## src/rtl/pixel_stream_rx_pkg.sv

```systemverilog
// pixel_stream_rx_pkg -- shared FSM encoding and frame defaults for the pixel link (rev 1.0)
`default_nettype none

package pixel_stream_rx_pkg;

  localparam int DEF_BYTES_PER_FRAME = 16;
  localparam int DEF_IDLE_TIMEOUT    = 250;

  typedef enum logic [1:0] {
    ST_IDLE  = 2'd0,
    ST_RECV  = 2'd1,
    ST_CLOSE = 2'd2
  } rx_state_t;

endpackage

`default_nettype wire

```

## src/rtl/pixel_rx_sync.sv

```systemverilog
// pixel_rx_sync -- synchronises SCLK/SDATA into the CLK domain and flags SCLK rising edges (rev 1.0)
`default_nettype none

module pixel_rx_sync #(
  parameter int SYNC_STAGES = 2
) (
  input  logic clk,
  input  logic rst_n,
  input  logic sclk_in,
  input  logic sdata_in,
  output logic sclk_rise,
  output logic sdata_s
);

  logic [SYNC_STAGES-1:0] sclk_sr;
  logic [SYNC_STAGES-1:0] sdata_sr;
  logic                   sclk_prev;

  // sdata_s is registered alongside sclk_rise so the bit lines up with its edge
  always_ff @(posedge clk or negedge rst_n) begin
    if (!rst_n) begin
      sclk_sr   <= '0;
      sdata_sr  <= '0;
      sclk_prev <= 1'b0;
      sclk_rise <= 1'b0;
      sdata_s   <= 1'b0;
    end else begin
      sclk_sr   <= {sclk_sr[SYNC_STAGES-2:0], sclk_in};
      sdata_sr  <= {sdata_sr[SYNC_STAGES-2:0], sdata_in};
      sclk_prev <= sclk_sr[SYNC_STAGES-1];
      sclk_rise <= sclk_sr[SYNC_STAGES-1] & ~sclk_prev;
      sdata_s   <= sdata_sr[SYNC_STAGES-1];
    end
  end

endmodule

`default_nettype wire

```

## src/rtl/pixel_stream_rx.sv

```systemverilog
// pixel_stream_rx -- serial pixel stream receiver with double-buffered frame store (rev 1.0)
`default_nettype none

module pixel_stream_rx
  import pixel_stream_rx_pkg::*;
#(
  parameter int BYTES_PER_FRAME = DEF_BYTES_PER_FRAME,
  parameter int IDLE_TIMEOUT    = DEF_IDLE_TIMEOUT,
  parameter int MSB_FIRST       = 1,
  parameter int SYNC_STAGES     = 2
) (
  input  logic                               CLK,
  input  logic                               RST_N,
  input  logic                               i_SDATA,
  input  logic                               i_SCLK,
  input  logic [$clog2(BYTES_PER_FRAME)-1:0] i_rd_addr,
  output logic [7:0]                         o_rd_data,
  output logic                               o_frame_done,
  output logic [15:0]                        o_frame_count,
  output logic                               o_err_short,
  output logic                               o_err_partial,
  output logic                               o_err_overrun,
  output logic                               o_busy
);

  localparam int             AW      = $clog2(BYTES_PER_FRAME);
  localparam int             TW      = $clog2(IDLE_TIMEOUT + 1);
  localparam logic [TW-1:0]  TO_LAST = TW'(IDLE_TIMEOUT - 1);
  localparam logic [AW:0]    FULL    = (AW+1)'(BYTES_PER_FRAME);

  logic          sclk_rise;
  logic          sdata_s;
  rx_state_t     state;
  rx_state_t     state_nx;
  logic [7:0]    shreg;
  logic [7:0]    shift_val;
  logic [2:0]    bit_cnt;
  logic [AW:0]   byte_cnt;
  logic [TW-1:0] timeout;
  logic          front_sel;
  logic [7:0]    mem [2][BYTES_PER_FRAME];

  pixel_rx_sync #(
    .SYNC_STAGES(SYNC_STAGES)
  ) u_sync (
    .clk      (CLK),
    .rst_n    (RST_N),
    .sclk_in  (i_SCLK),
    .sdata_in (i_SDATA),
    .sclk_rise(sclk_rise),
    .sdata_s  (sdata_s)
  );

  assign shift_val = (MSB_FIRST != 0) ? {shreg[6:0], sdata_s} : {sdata_s, shreg[7:1]};
  assign o_busy    = (state != ST_IDLE);

  always_ff @(posedge CLK or negedge RST_N) begin
    if (!RST_N) state <= ST_IDLE;
    else        state <= state_nx;
  end

  // An edge arriving on the expiry cycle wins over the timeout
  always_comb begin
    state_nx = state;
    case (state)
      ST_IDLE:  if (sclk_rise) state_nx = ST_RECV;
      ST_RECV:  if (!sclk_rise && timeout == TO_LAST) state_nx = ST_CLOSE;
      ST_CLOSE: state_nx = ST_IDLE;
      default:  state_nx = ST_IDLE;
    endcase
  end

  always_ff @(posedge CLK or negedge RST_N) begin
    if (!RST_N) begin
      shreg         <= '0;
      bit_cnt       <= '0;
      byte_cnt      <= '0;
      timeout       <= '0;
      front_sel     <= 1'b0;
      o_frame_done  <= 1'b0;
      o_frame_count <= '0;
      o_err_short   <= 1'b0;
      o_err_partial <= 1'b0;
      o_err_overrun <= 1'b0;
      for (int b = 0; b < 2; b++)
        for (int i = 0; i < BYTES_PER_FRAME; i++)
          mem[b][i] <= '0;
    end else begin
      o_frame_done <= 1'b0;
      case (state)
        ST_IDLE: begin
          if (sclk_rise) begin
            shreg    <= shift_val;
            bit_cnt  <= 3'd1;
            byte_cnt <= '0;
            timeout  <= '0;
          end
        end
        ST_RECV: begin
          if (sclk_rise) begin
            shreg   <= shift_val;
            bit_cnt <= bit_cnt + 3'd1;
            timeout <= '0;
            if (bit_cnt == 3'd7) begin
              if (byte_cnt == FULL) begin
                o_err_overrun <= 1'b1;
              end else begin
                mem[~front_sel][byte_cnt[AW-1:0]] <= shift_val;
                byte_cnt <= byte_cnt + 1'b1;
              end
            end
          end else begin
            timeout <= timeout + 1'b1;
          end
        end
        ST_CLOSE: begin
          if (bit_cnt != 3'd0) begin
            o_err_partial <= 1'b1;
          end else if (byte_cnt != FULL) begin
            o_err_short <= 1'b1;
          end else begin
            front_sel     <= ~front_sel;
            o_frame_done  <= 1'b1;
            o_frame_count <= o_frame_count + 16'd1;
          end
        end
        default: ;
      endcase
    end
  end

  // Reads use the pre-swap front_sel, so a swap becomes visible one cycle later
  always_ff @(posedge CLK or negedge RST_N) begin
    if (!RST_N) o_rd_data <= '0;
    else        o_rd_data <= mem[front_sel][i_rd_addr];
  end

endmodule

`default_nettype wire
```

## config.mk

```make
export PLATFORM = sky130hd
export DESIGN_NAME = pixel_stream_rx
export DESIGN_NICKNAME = d
export VERILOG_FILES = /design/src/rtl/pixel_stream_rx_pkg.sv /design/src/rtl/pixel_rx_sync.sv /design/src/rtl/pixel_stream_rx.sv
export SDC_FILE = /design/constraint.sdc
export NUM_CORES = 1
export LEC_CHECK = 0
export CORE_ASPECT_RATIO = 1.2
export CORE_UTILIZATION = 60
export CTS_CLUSTER_DIAMETER = 80
export CTS_CLUSTER_SIZE = 8
export DETAILED_ROUTE_END_ITERATION = 16
export PLACE_DENSITY = 0.77
export SYNTH_ARGS = -nofsm -noshare
export SYNTH_HDL_FRONTEND = slang
export SYNTH_SLANG_ARGS = --single-unit
export TNS_END_PERCENT = 30
```

## constraint.sdc

```tcl
create_clock -name CLK -period 2.35 [get_ports CLK]
set_input_delay 0.47 -clock CLK [delete_from_list [all_inputs] [get_ports CLK]]
set_output_delay 0.47 -clock CLK [all_outputs]
set_load 0.03 [all_outputs]
```

Yosys cells after proc, flatten, opt, wreduce, memory -nomap -nowiden

Index checks and enable logic that the tools add are counted.
W data, S select, Z words.

Bits in registers: 317
Bits of input ports: 8
Output and inout port bits: 29
Logic and storage cells: 127

$add $sub $neg: 4
Magnitude comparators: 6
Equal/unequal tests: 11
Multiplexer cells: 28
Bitwise operators: 10
Reduce and logical (&&, ||, !) cells: 19

Operators by type and width:

| kind                    | count |
|---|---|
| $mux W128               | 4 |
| $bwmux W256             | 1 |
| $demux W128 S1          | 1 |
| $mux W8                 | 5 |
| $bmux W8 S4             | 1 |
| $demux W8 S4            | 1 |
| $mux W5                 | 4 |
| $add A16 B1 Y16 const B | 1 |
| $pmux W8 S2             | 1 |
| $ge A5 B5 Y1 const B    | 2 |
| $not A4 Y5              | 2 |
| $pmux W5 S2             | 1 |
| $reduce_and A3 Y1       | 3 |
| $add A8 B1 Y8 const B   | 1 |
| $eq A8 B8 Y1 const B    | 1 |
| $reduce_and A2 Y1       | 4 |
| $reduce_and A4 Y1       | 2 |
| $mux W3                 | 2 |
| $ne A2 B2 Y1 const B    | 3 |
| $pmux W3 S2             | 1 |
| $add A5 B1 Y5 const B   | 1 |
| $eq A5 B5 Y1 const B    | 1 |
| $lt A5 B1 Y1 const B    | 1 |
| $ne A5 B5 Y1 const B    | 1 |
| 20 further kinds        | 33 |

Depth between registers and ports, before layout

Gate-level depths: netlist (run 1).

Word-level depth: 8
Gate-level depth with buffers: 8
Gate-level depth less buffers: 7

Modules after synthesis

Synthesis (run 1) repeated with hierarchy kept, for this count alone.

Cell total of the unflattened synthesis: 918
Area total of the unflattened synthesis: 14373.8 um2

Modules (own cells, without submodules):

| module          | times used | cells each | area each (um2) | seq. area each (um2) |
|---|---|---|---|---|
| pixel_stream_rx | 1          | 910        | 14184.9         | 7757.4 |
| pixel_rx_sync   | 1          | 8          | 188.9           | 175.2 |

Worst setup path after synthesis (run 1)

OpenSTA, ideal clock, no wires.

Kind: input to register
Start point: input i_rd_addr[1]
End point: register o_rd_data[0]
Setup time: 0.125 ns
Arrival: 2.153 ns
Required time: 2.225 ns
Slack: 0.072 ns
Cell stages on the path: 5
Path buffers: 2
Cell sequence: clkbuf_1 -> clkbuf_1 -> mux4_2 -> mux4_2 -> mux2_2

Cells in the longest elaborated chain, start to end: 4

RTL lines:

| element                                    | line                   | source |
|---|---|---|
| start, declared                            | pixel_stream_rx.sv:16  | `input logic [$clog2(BYTES_PER_FRAME)-1:0] i_rd_addr,` |
| $not A4 Y5 (implied by the code)           | pixel_stream_rx.sv:135 | `else o_rd_data <= mem[front_sel][i_rd_addr];` |
| $bmux W8 S4                                | pixel_stream_rx.sv:135 |  |
| $mux W8 (implied by the code) (2 in a row) | pixel_stream_rx.sv:135 |  |
| end signal, assigned                       | pixel_stream_rx.sv:135 |  |
| end, declared                              | pixel_stream_rx.sv:17  | `output logic [7:0] o_rd_data,` |

Every way passes these cells. The select of a mux whose other input is x is not followed.
A chain may end at the register's enable or synchronous reset.

Worst setup path after layout (run 1)

Start point: register byte_cnt[1]
End point: register mem[231] (netlist bit)

Cells in the longest elaborated chain, start to end: 8
Elaborated cells between the ends (all ways): 12
Those cells by class: 2 x order compare; 1 x eq/ne; 5 x mux; 2 x bitwise; 2 x reduce/logical

RTL lines:

| element                                                            | line                   | source |
|---|---|---|
| start, declared                                                    | pixel_stream_rx.sv:38  | `logic [AW:0] byte_cnt;` |
| start signal, assigned                                             | pixel_stream_rx.sv:109 | `byte_cnt <= byte_cnt + 1'b1;` |
| $not A4 Y5                                                         | pixel_stream_rx.sv:108 | `mem[~front_sel][byte_cnt[AW-1:0]] <= shift_val;` |
| $ge A5 B5 Y1 (implied by the code) or $lt A5 B1 Y1 (tied branches) | pixel_stream_rx.sv:108 |  |
| $logic_and A1 B1 Y1 (implied by the code)                          | pixel_stream_rx.sv:108 |  |
| $mux W8 (implied by the code)                                      | pixel_stream_rx.sv:108 |  |
| $demux W8 S4                                                       | pixel_stream_rx.sv:108 |  |
| $mux W128 (implied by the code)                                    | pixel_stream_rx.sv:108 |  |
| $demux W128 S1                                                     | pixel_stream_rx.sv:108 |  |
| $bwmux W256                                                        | pixel_stream_rx.sv:108 |  |
| end signal, assigned by index                                      | pixel_stream_rx.sv:108 |  |
| end, declared                                                      | pixel_stream_rx.sv:41  | `logic [7:0] mem [2][BYTES_PER_FRAME];` |

Several ways; a longest one is shown, not always the timed one.

==> metrics.md, run 1 <==
| Metric | Value |
|---|---|
| Storage cell area | `7930 sq um` |
| FF-to-FF path depth | `6` |
| Fin util | `70.9%` |
| Endpoints failing setup | `0` |
| Sw frac | `25.3%` |
| Peak supply drop | `0.645 mV` |
| Fraction of layout cells with a size suffix above 1 | `48.7%` |
| Synth Warn # | `0` |
| Clk buf depth | `3` |
| Post-Synthesis Cell Area | `14,200 sq um` |
| Max Clk Rate | `440 MHz` |
| Critical Path Start Type | `flip-flop` |
| Top cell type's share of synthesized area | `55.7%` |
| Number of synthesized register bits | `317` |
| 1st-pass router iterations | `5` |
| Antenna violations before repair | `1` |
| Post-CTS setup buffers | `0` |
| Post-synth top area cell | `dfrtp_1` |
| Ys flop type | `dfrtp_1` |
| Post-synthesis cell type count | `46` |
| CTS H-Tree Depth | `2` |
| Area of the multi-input gates | `6030 sq um` |
| Fin. Hold Viols | `0` |
| Vias per cell | `6.26` |
| TritonCTS buffer count | `45` |
| Final min period | `2.27 ns` |
| Internal | `0.00956 W` |
| Final Slew Violations | `0` |
| CTS tree | `yes` |
| Iter 0 DRT Violations | `514` |
| Post-route ant nets | `0` |
| Setup CP Type | `flip-flop to flip-flop` |
| Post-synth EDFFs | `0` |
| Sequential share of the synthesized area | `55.7%` |
| Row count | `61` |
| Rel. slew slack | `22.1%` |
| I/O Buffers | `36` |
| Clk sinks | `317` |
| Hold depth | `0` |
| Synth area leaders | `dfrtp_1, mux2_2, mux4_2` |
| Drc violations | `0` |
| Fill count | `1,564` |
| WP data required | `2.76 ns` |
| Placed cell count | `1,263` |
| DIE AREA | `24,400 sq um` |
| Total Power | `0.0128 W` |
| Placer Congestion | `0.819` |
| Place WS | `-0.0353 ns` |
| Clock skew | `0.0134 ns` |
| RSZ-0062 raised after global routing | `yes` |
| Async S/R FF share, synth | `100%` |
| Share of total power in the clock network | `44.1%` |
| Worst-Margin Slew | `1.17 ns` |
| Hold WS | `0.348 ns` |
| First-pass GRT wire length | `50.5 mm` |
| CP Capture Type | `flip-flop` |
| Clk root buf | `clkbuf_16` |
| Die Width | `143 microns` |
| HPWL Detailed | `20.0 mm` |
| Max FO, Critical Path | `8` |
| Clock Pin Slew Worst Setup and Hold Paths | `0.05 ns` |
| CP arrival | `2.68 ns` |
| Clk_lat worst skew | `0.53 ns` |
| Period utilisation layout | `96.7%` |
| Logic gate share of total power | `10.2%` |
| Initial Utilization | `61.4%` |
| GRT Total Usage | `28.2%` |
| Cells after Synth | `919` |
| Syn nets | `937` |
| Pin count of the biggest net entering global routing | `68` |
| MaxCap Viol Count | `0` |
| Hold Path Class | `flip-flop to flip-flop` |
| Die extent in y | `171 microns` |
| Routed WL | `31.5 mm` |
| Setup WS post-layout | `0.0782 ns` |
| Final cell count without fillers | `1,313` |
| Via count | `8,213` |
| Synthesis-to-layout area growth | `15.5%` |
| NetSw | `0.00323 W` |
| Synthesized area per cell | `15.5 sq um` |
| Lkg Pwr | `7.83 nW` |
| Vias in the first global route | `8,670` |
| Grt ovf | `0` |
| ANT cells | `0` |
| Pwr Density | `777 nW/um^2` |
| Core footprint | `23,200 sq um` |
| I/O Pins | `37` |
| WL/cell | `24.0 microns` |
| Outcome | `finished clean` |
| Post-layout nets | `1,014` |
| Sequential power share | `45.7%` |
==> Yosys cell counts, types with 2 or more instances <==
cell	n
dfrtp_1	317
mux2_2	270
mux4_2	80
clkbuf_1	39
nand2_1	24
nor2_2	24
o21ai_0	18
nor2_1	14
nand3_1	12
inv_1	11
ha_1	10
nand2b_1	9
xnor2_1	8
xor2_1	8
buf_1	7
a21oi_1	6
buf_4	6
nor3_1	6
nand4_1	5
or3_1	5
buf_2	4
and3_1	3
mux2i_1	3
a31o_2	2
a41oi_1	2
and4_1	2
nor2b_1	2
nor4bb_1	2
o31ai_1	2
or2_2	2
==> timing repair <==
action,CTS,global route
gates resized for setup,1,2
hold buffers,1,0
pin swaps,0,0
endpoints found under the hold margin,59,0
setup endpoints to repair,1,16
==> metal layers <==
metal | vias up | routed length (microns) | track usage (%)
li1 | 3520 | - | -
met1 | 4368 | 13900 | 41.0
met2 | 266 | 15000 | 43.7
met3 | 57 | 1950 | 5.54
met4 | 2 | 721 | 7.85
met5 | - | 8 | 0
==> worst max-delay path, stage by stage, from the launching register on <==
cell and delay, ns:
dfrtp_1 0.41, inv_1 0.08, ha_1 0.23, nand4bb_1 0.22
nand4_1 0.30, nor2_2 0.49, mux2_2 0.41
==> cells in the final DEF (no fill, tap or decap), types with 2 or more instances in the layout <==
cell type / n
dfrtp_1: 317
mux2_2: 270
mux4_2: 80
clkbuf_16: 47
buf_4: 42
clkdlybuf4s50_1: 32
nand2_1: 24
nor2_2: 24
o21ai_0: 18
nor2_1: 14
nand3_1: 12
inv_1: 11
ha_1: 10
buf_12: 10
nand2b_1: 9
xnor2_1: 8
xor2_1: 8
nor3_1: 6
a21oi_1: 6
nand4_1: 5
and3_1: 3
or3_1: 3
mux2i_1: 3
or2_2: 2
nor4bb_1: 2
nor2b_1: 2
and4_1: 2
or3_4: 2
a41oi_1: 2
o31ai_1: 2
a31o_2: 2
==> kinds of logic (layout without fill, tap and decap cells) <==
kind of cell / after synthesis / in the layout / synth area share, %
fa+ha+maj: 10 / 10 / 0.878
flops: 317 / 317 / 55.7
compound gates: 36 / 36 / 1.51
buf+inv: 69 / 148 / 2.07
mux: 354 / 354 / 34.3
simple gates: 117 / 117 / 4.59
xor+xnor: 16 / 16 / 0.984
==> stage by stage <==
stage / setup TNS, ns / cell area (sq um)
CTS: 0 / 16400
floorplan: 0 / 14200
detailed placement: -0.131 / 15300
finish: 0 / 16500
global route: -0.0344 / 16500
global placement: -0.0132 / 15300
==> power by group through the flow <==
stage                     clock network, W  registers [W]  logic, W
after CTS                          0.00573        0.00584   0.00130
final                              0.00564        0.00584   0.00130
after detailed placement                 0        0.00592   0.00128
after global placement                   0        0.00592   0.00125
after global routing               0.00596        0.00587   0.00143
after floorplan                          0        0.00588  0.000757
==> sequential cells by signal, summed over array words and instances (netlist names) <==
| name | count |
|---|---|
| o_err_partial | 1 |
| bit_cnt | 3 |
| o_frame_done | 1 |
| shreg | 7 |
| o_rd_data | 8 |
| byte_cnt | 5 |
| u_sync.sclk_prev | 1 |
| o_err_short | 1 |
| u_sync.sclk_sr | 2 |
| u_sync.sdata_s | 1 |
| state | 2 |
| u_sync.sclk_rise | 1 |
| timeout | 8 |
| mem | 256 |
| o_err_overrun | 1 |
| front_sel | 1 |
| o_frame_count | 16 |
| u_sync.sdata_sr | 2 |
==> area by class of cell <==
class | instances | share of cell area [%]
clock buffer | 47 | 7.15
clock inverter | 2 | 0.0836
inverter | 11 | 0.251
multi-input combinational | 533 | 36.6
sequential | 317 | 48.2
tap | 315 | 2.39
timing repair buffer | 88 | 5.31
==> final timing paths <==
kind,endpoint,start,slack [ns]
worst max-delay path,mem[231],byte_cnt[1],0.08
worst min-delay path,u_sync.sdata_s,u_sync.sdata_sr[1],0.35
worst max register to register,mem[231],byte_cnt[1],0.08
worst min register to register,u_sync.sdata_s,u_sync.sdata_sr[1],0.35
max in group asynchronous,mem[39],RST_N,1.08
min in group asynchronous,o_frame_count[0],RST_N,0.50
Power figures use the tool's default switching activity.
==> run 2: changes to the inputs <==
- CTS_BUF_LIST: default -> sky130_fd_sc_hd__clkbuf_8
==> metrics.md, run 2 (synthesis gave the netlist of run 1 again) <==
| Metric | Value |
|---|---|
| Final min period | `2.26 ns (-0.0151 ns)` |
| Lkg Pwr | `7.58 nW (-3.1%)` |
| Peak supply drop | `0.496 mV (-23%)` |
| Hold Path Class | `flip-flop to flip-flop` |
| Setup CP Type | `flip-flop to output port` |
| CTS tree | `yes` |
| Clk root buf | `clkbuf_8` |
| Pin count of the biggest net entering global routing | `68 (unchanged)` |
| Max FO, Critical Path | `16 (+8)` |
| Final Slew Violations | `0 (unchanged)` |
| Row count | `61 (unchanged)` |
| 1st-pass router iterations | `5 (unchanged)` |
| Vias in the first global route | `8,464 (-2.4%)` |
| R2r endpoint | `mem[231]` |
| ANT cells | `0 (unchanged)` |
| Via count | `8,246 (+0.40%)` |
| Post-layout nets | `1,014 (unchanged)` |
| Antenna violations before repair | `1 (unchanged)` |
| DIE AREA | `24,400 sq um (unchanged)` |
| Pwr Density | `676 nW/um^2 (-13%)` |
| WP data required | `1.88 ns (-0.88 ns)` |
| Final cell count without fillers | `1,313 (unchanged)` |
| Fin util | `68.7% (-2.3 points)` |
| Initial Utilization | `61.4% (unchanged)` |
| CP Capture Point | `o_busy` |
| Outcome | `finished clean` |
| Drc violations | `0 (unchanged)` |
| Core footprint | `23,200 sq um (unchanged)` |
| FF-to-FF path depth | `6 (unchanged)` |
| Setup tns final | `0 ns (unchanged)` |
| Max reg flops | `256 (unchanged)` |
| R2r startpoint | `byte_cnt[1]` |
| Period utilisation layout | `96.0% (-0.64 points)` |
| Placer Congestion | `0.819 (unchanged)` |
| Routed WL | `30.7 mm (-2.4%)` |
| Grt ovf | `0 (unchanged)` |
| RSZ-0062 raised after global routing | `yes` |
| Largest regs | `mem x256, o_frame_count x16` |
| Most flop-heavy register | `mem` |
| First-pass GRT wire length | `49.3 mm (-2.4%)` |
| Max Clk Rate | `443 MHz (+0.67%)` |
| Endpoints failing setup | `0 (unchanged)` |
| Rel. slew slack | `20.7% (-1.4 points)` |
| Critical path launch point | `state[1]` |
| Iter 0 DRT Violations | `455 (-11%)` |
| Clk_lat worst skew | `0.56 ns (+0.03 ns)` |
| Synthesis-to-layout area growth | `11.9%` |
| Placed cell count | `1,263 (unchanged)` |
| Fraction of layout cells with a size suffix above 1 | `48.8% (+0.10 points)` |
| CP arrival | `1.79 ns (-0.89 ns)` |
| Fin. Hold Viols | `0 (unchanged)` |
| Critical Path Start Type | `flip-flop` |
| Clock Pin Slew Worst Setup and Hold Paths | `0.06 ns (about the same)` |
| Worst-Margin Slew | `1.19 ns (+0.0213 ns)` |
| MaxCap Viol Count | `0 (unchanged)` |
| Post-route ant nets | `0 (unchanged)` |
| Clk buf depth | `3 (unchanged)` |
| I/O Buffers | `36 (unchanged)` |
| Commonest non-fill, non-tap cell in the layout | `dfrtp_1` |
| Vias per cell | `6.28 (+0.40%)` |
| TritonCTS buffer count | `45 (unchanged)` |
| CTS H-Tree Depth | `2 (unchanged)` |
| I/O Pins | `37 (unchanged)` |
| Clk sinks | `317 (unchanged)` |
| Clock skew | `0.0287 ns (+0.0153 ns)` |
| CP Capture Type | `output port` |
| Die Width | `143 microns (unchanged)` |
| Worst reg2reg setup slack | `0.10 ns (+0.02 ns)` |
| Die extent in y | `171 microns (unchanged)` |
| GRT Total Usage | `27.4% (-0.73 points)` |
| Most frequent cells in the layout | `dfrtp_1, mux2_2, mux4_2, clkbuf_8, buf_4` |
| HPWL Detailed | `20.0 mm (unchanged)` |
| WL/cell | `23.4 microns (-2.4%)` |
run 2: changes by cell type in the layout (fill, tap and decap cells not counted), sizes merged:
| cell | before | now |
|---|---|---|
| clkinvlp | 0 | 1 |
| inv | 12 | 11 |
run 2: metal layers:
metal | part of all wire, % | wire length, microns | GRT usage, %
met1 | 45 | 13700 | 40.8
met2 | 47 | 14500 | 42.2
met3 | 6.3 | 1950 | 4.62
met4 | 2.0 | 612 | 7.53
met5 | 0.026 | 8 | 0
run 2: per-stage QoR:
stage               power (W)  hold slack [ns]  setup slack [ns]  instance area, sq um
detailed placement    0.00720            0.340           -0.0353                 15300
global placement      0.00717            0.332           -0.0101                 15300
finish                 0.0108            0.350            0.0932                 15900
floorplan             0.00664            0.174            0.0720                 14200
CTS                    0.0109            0.336            0.0606                 15900
global route           0.0112            0.358           -0.0195                 15900
run 2: critical path, cell delays in order, from the launching register on:
cell	delay [ns]
dfrtp_1	0.40
buf_4	0.19
or2_2	0.30
dlygate4sd2_1	0.36
run 2: area by class of cell:
cell class,instances,area [sq um]
clock buffer,47,647
clock inverter,2,12.5
fill,1655,7270
inverter,11,41.3
multi-input combinational,533,6030
sequential,317,7930
tap,315,394
timing repair buffer,88,875
run 2: how the worst min path moves through the flow:
| stage | from | to | slack, ns | depth (start not counted) |
|---|---|---|---|---|
| 5_1_grt | i_SCLK | u_sync.sclk_sr[0] | 0.36 | 1 |
| 3_3_place_gp | u_sync.sdata_sr[1] | u_sync.sdata_s | 0.33 | 0 |
| 6_report | u_sync.sdata_sr[0] | u_sync.sdata_sr[1] | 0.35 | 0 |
| 3_5_place_dp | u_sync.sdata_sr[1] | u_sync.sdata_s | 0.34 | 0 |
| 4_1_cts | i_SCLK | u_sync.sclk_sr[0] | 0.34 | 1 |
| 2_1_floorplan | RST_N | bit_cnt[0] | 0.17 | 0 |
run 2: report_power, final:
group	internal [W]	switching [W]
combinational	0.000419	0.000877
sequential	0.00565	0.000180
clock	0.00177	0.00188
total	0.00784	0.00294
run 2: what timing repair did:
item,4_1_cts,5_1_grt
resized for setup,1,3
buffers inserted,0,0
endpoints found under the setup margin,1,19
hold buffers,1,0
endpoints found under the hold margin,59,0
==> run 3: changes to the inputs <==
- ABC_AREA: default -> 1
==> metrics.md, run 3 <==
| Metric | Value |
|---|---|
| Setup CP Type | `flip-flop to flip-flop` |
| Largest regs | `mem x256, o_frame_count x16` |
| WP data required | `2.76 ns (+0.88 ns)` |
| Clock skew | `0.0221 ns (-0.00659 ns)` |
| Routed WL | `36.6 mm (+19%)` |
| CTS H-Tree Depth | `2 (unchanged)` |
| I/O Buffers | `36 (unchanged)` |
| Drc violations | `0 (unchanged)` |
| Post-synth EDFFs | `0 (unchanged)` |
| Post-CTS setup buffers | `0 (unchanged)` |
| Via count | `12,183 (+48%)` |
| First-pass GRT wire length | `60.2 mm (+22%)` |
| Critical Path Start Type | `flip-flop` |
| Outcome | `finished clean` |
| Grt ovf | `0 (unchanged)` |
| HPWL Detailed | `22.9 mm (+15%)` |
| Post-route cell area | `15,900 sq um (about the same)` |
| Clock Pin Slew Worst Setup and Hold Paths | `0.06 ns (about the same)` |
| Antenna violations before repair | `0 (-1)` |
| Post-layout nets | `1,826 (+80%)` |
| Number of synthesized register bits | `317 (unchanged)` |
| Pin count of the biggest net entering global routing | `105 (+54%)` |
| Peak supply drop | `0.491 mV (-0.98%)` |
| DIE AREA | `25,000 sq um (+2.7%)` |
| CP Capture Type | `flip-flop` |
| Die extent in y | `173 microns (+1.3%)` |
| Setup tns final | `0 ns (unchanged)` |
| Hold WS | `0.348 ns (-0.00193 ns)` |
| Async S/R FF share, synth | `100% (unchanged)` |
| Post-synthesis cell type count | `36 (-22%)` |
| Fraction of layout cells with a size suffix above 1 | `7.36% (-41 points)` |
| Row count | `62 (+1.6%)` |
| Setup WS post-layout | `0.164 ns (+0.0703 ns)` |
| RSZ-0062 raised after global routing | `no` |
| Cells after Synth | `1,798 (+96%)` |
| Post-synth top area cell | `dfrtp_1` |
| Ys flop type | `dfrtp_1` |
| I/O Pins | `37 (unchanged)` |
| Place WS | `0.187 ns (+0.223 ns)` |
| Synthesized area per cell | `8.14 sq um (-47%)` |
| CP arrival | `2.59 ns (+0.80 ns)` |
| Clk_lat worst skew | `0.56 ns (about the same)` |
| Synth area leaders | `dfrtp_1, nand2_1, nand3_1` |
| Clk buf depth | `3 (unchanged)` |
| Endpoints failing setup | `0 (unchanged)` |
| 1st-pass router iterations | `5 (unchanged)` |
| ANT cells | `0 (unchanged)` |
| WL/cell | `17.2 microns (-27%)` |
| Max reg flops | `256 (unchanged)` |
| Placer Congestion | `0.885 (+8.1%)` |
| Hold Path Class | `flip-flop to flip-flop` |
| Clk root buf | `clkbuf_8` |
| Sequential share of the synthesized area | `54.2% (-1.5 points)` |
| Clk sinks | `317 (unchanged)` |
| GRT Total Usage | `30.9% (+3.4 points)` |
| CTS tree | `yes` |
| Top cells by count, synth | `nand2_1, dfrtp_1, nand3_1` |
| Pwr Density | `656 nW/um^2 (-3.0%)` |
| Most frequent cells in the layout | `nand2_1, dfrtp_1, nand3_1, o21ai_1, o21ai_0` |
| Iter 0 DRT Violations | `1,132 (+150%)` |
| Synthesis-to-layout area growth | `8.99%` |
| Fin. Hold Viols | `0 (unchanged)` |
| Die Width | `145 microns (+1.3%)` |
| MaxCap Viol Count | `0 (unchanged)` |
| Synth Warn # | `0 (unchanged)` |
| Rel. slew slack | `60.0% (+39 points)` |
| Most flop-heavy register | `mem` |
| DP Area | `15,300 sq um (+0.36%)` |
| TritonCTS buffer count | `45 (unchanged)` |
| Post-route ant nets | `0 (unchanged)` |
| Top cell type's share of synthesized area | `54.2% (-1.5 points)` |
| Commonest non-fill, non-tap cell in the layout | `nand2_1` |
| Most frequent cell after synthesis | `nand2_1` |
| Core footprint | `24,000 sq um (+3.3%)` |
| Period utilisation layout | `93.0% (-3.0 points)` |
| Worst-Margin Slew | `0.599 ns (-0.590 ns)` |
| Vias per cell | `5.73 (-8.8%)` |
| Max FO, Critical Path | `16 (unchanged)` |
| Final Slew Violations | `0 (unchanged)` |
| Syn nets | `1,816 (+94%)` |
| Vias in the first global route | `11,694 (+38%)` |
| Post-Synthesis Cell Area | `14,600 sq um (+2.7%)` |
| Final min period | `2.19 ns (-0.0703 ns)` |
| Total Power | `0.0105 W (-2.9%)` |
| Initial Utilization | `61.1% (-0.34 points)` |
| Max Clk Rate | `457 MHz (+3.2%)` |
| Lkg Pwr | `7.38 nW (-2.7%)` |
## run 3: changes by cell type after synthesis, sizes merged, moves of 9 or more
cell    previous run  this run
buf               18        55
mux2             271         0
clkbuf            40        59
inv               11        61
nand3             13       215
nand2b             9         0
mux4              80         0
nand2             24       714
o21ai             18       281
## run 3: logic make-up after synthesis
family	count (synthesis)	synth area share [%]
AND/OR/NAND/NOR	986	28.3
buffers and inverters	177	5.43
AO/OA/AOI/OAI	293	10.3
flip-flops	317	54.2
XOR/XNOR	15	0.898
adder cells (fa/ha/maj)	10	0.855
## run 3: cell type report
cell class                      instances  area (sq um)
Tap cell                              320           400
Clock buffer                           45           619
Clock inverter                          2          8.76
Sequential cell                       317          7940
Inverter                               63           239
Fill cell                            2010          8020
Timing Repair Buffer                   77           836
Multi-Input combinational cell       1304          5910
## run 3: path summary, 6_finish.rpt
| path | from | endpoint | slack (ns) | cells past startpoint |
|---|---|---|---|---|
| setup / recovery | byte_cnt[0] | mem[218] | 0.16 | 10 |
| hold / removal | u_sync.sdata_sr[0] | u_sync.sdata_sr[1] | 0.35 | 0 |
| setup reg to reg | byte_cnt[0] | mem[218] | 0.16 | 10 |
| hold reg to reg | u_sync.sdata_sr[0] | u_sync.sdata_sr[1] | 0.35 | 0 |
| max in group asynchronous | RST_N | mem[79] | 1.10 | 3 |
| min in group asynchronous | RST_N | mem[142] | 0.44 | 2 |
## run 3: per-stage QoR
step                utilization (%)  cells
detailed placement             63.9   2080
global placement               63.9   2080
CTS                            66.5   2128
global route                   66.5   2128
finish                         66.5   2128
floorplan                         -   1798
## run 3: routing by layer
metal  track usage (%)  vias up  share of wire (%)
met5                 0        -                  0
met1              42.5     5814                 42
met3              4.82      105                6.2
li1                  -     5826                  -
met4              12.4        0                3.8
met2              48.9      438                 48
## run 3: power by group
| group | leakage [nW] | switching, W | internal, W |
|---|---|---|---|
| Clock | 0.333 | 0.00188 | 0.00170 |
| Combinational | 2.66 | 0.000859 | 0.000308 |
| Sequential | 4.38 | 0.000111 | 0.00561 |
## run 3: timing repair
| item | in CTS | in global routing |
|---|---|---|
| hold endpoints to repair | 45 | 0 |
| gates resized for setup | 0 | 2 |
| setup endpoints to repair | 0 | 2 |
| hold buffers | 1 | 0 |
## run 3: worst max-delay path: stages, from the launching register on
cell and delay, ns:
dfrtp_1 0.43, inv_1 0.09, ha_1 0.23, nand3_2 0.12, inv_2 0.07, nand2_4 0.08
nand2_4 0.10, nor2_8 0.31, nand2_1 0.37, nand2_1 0.16, o21ai_0 0.09
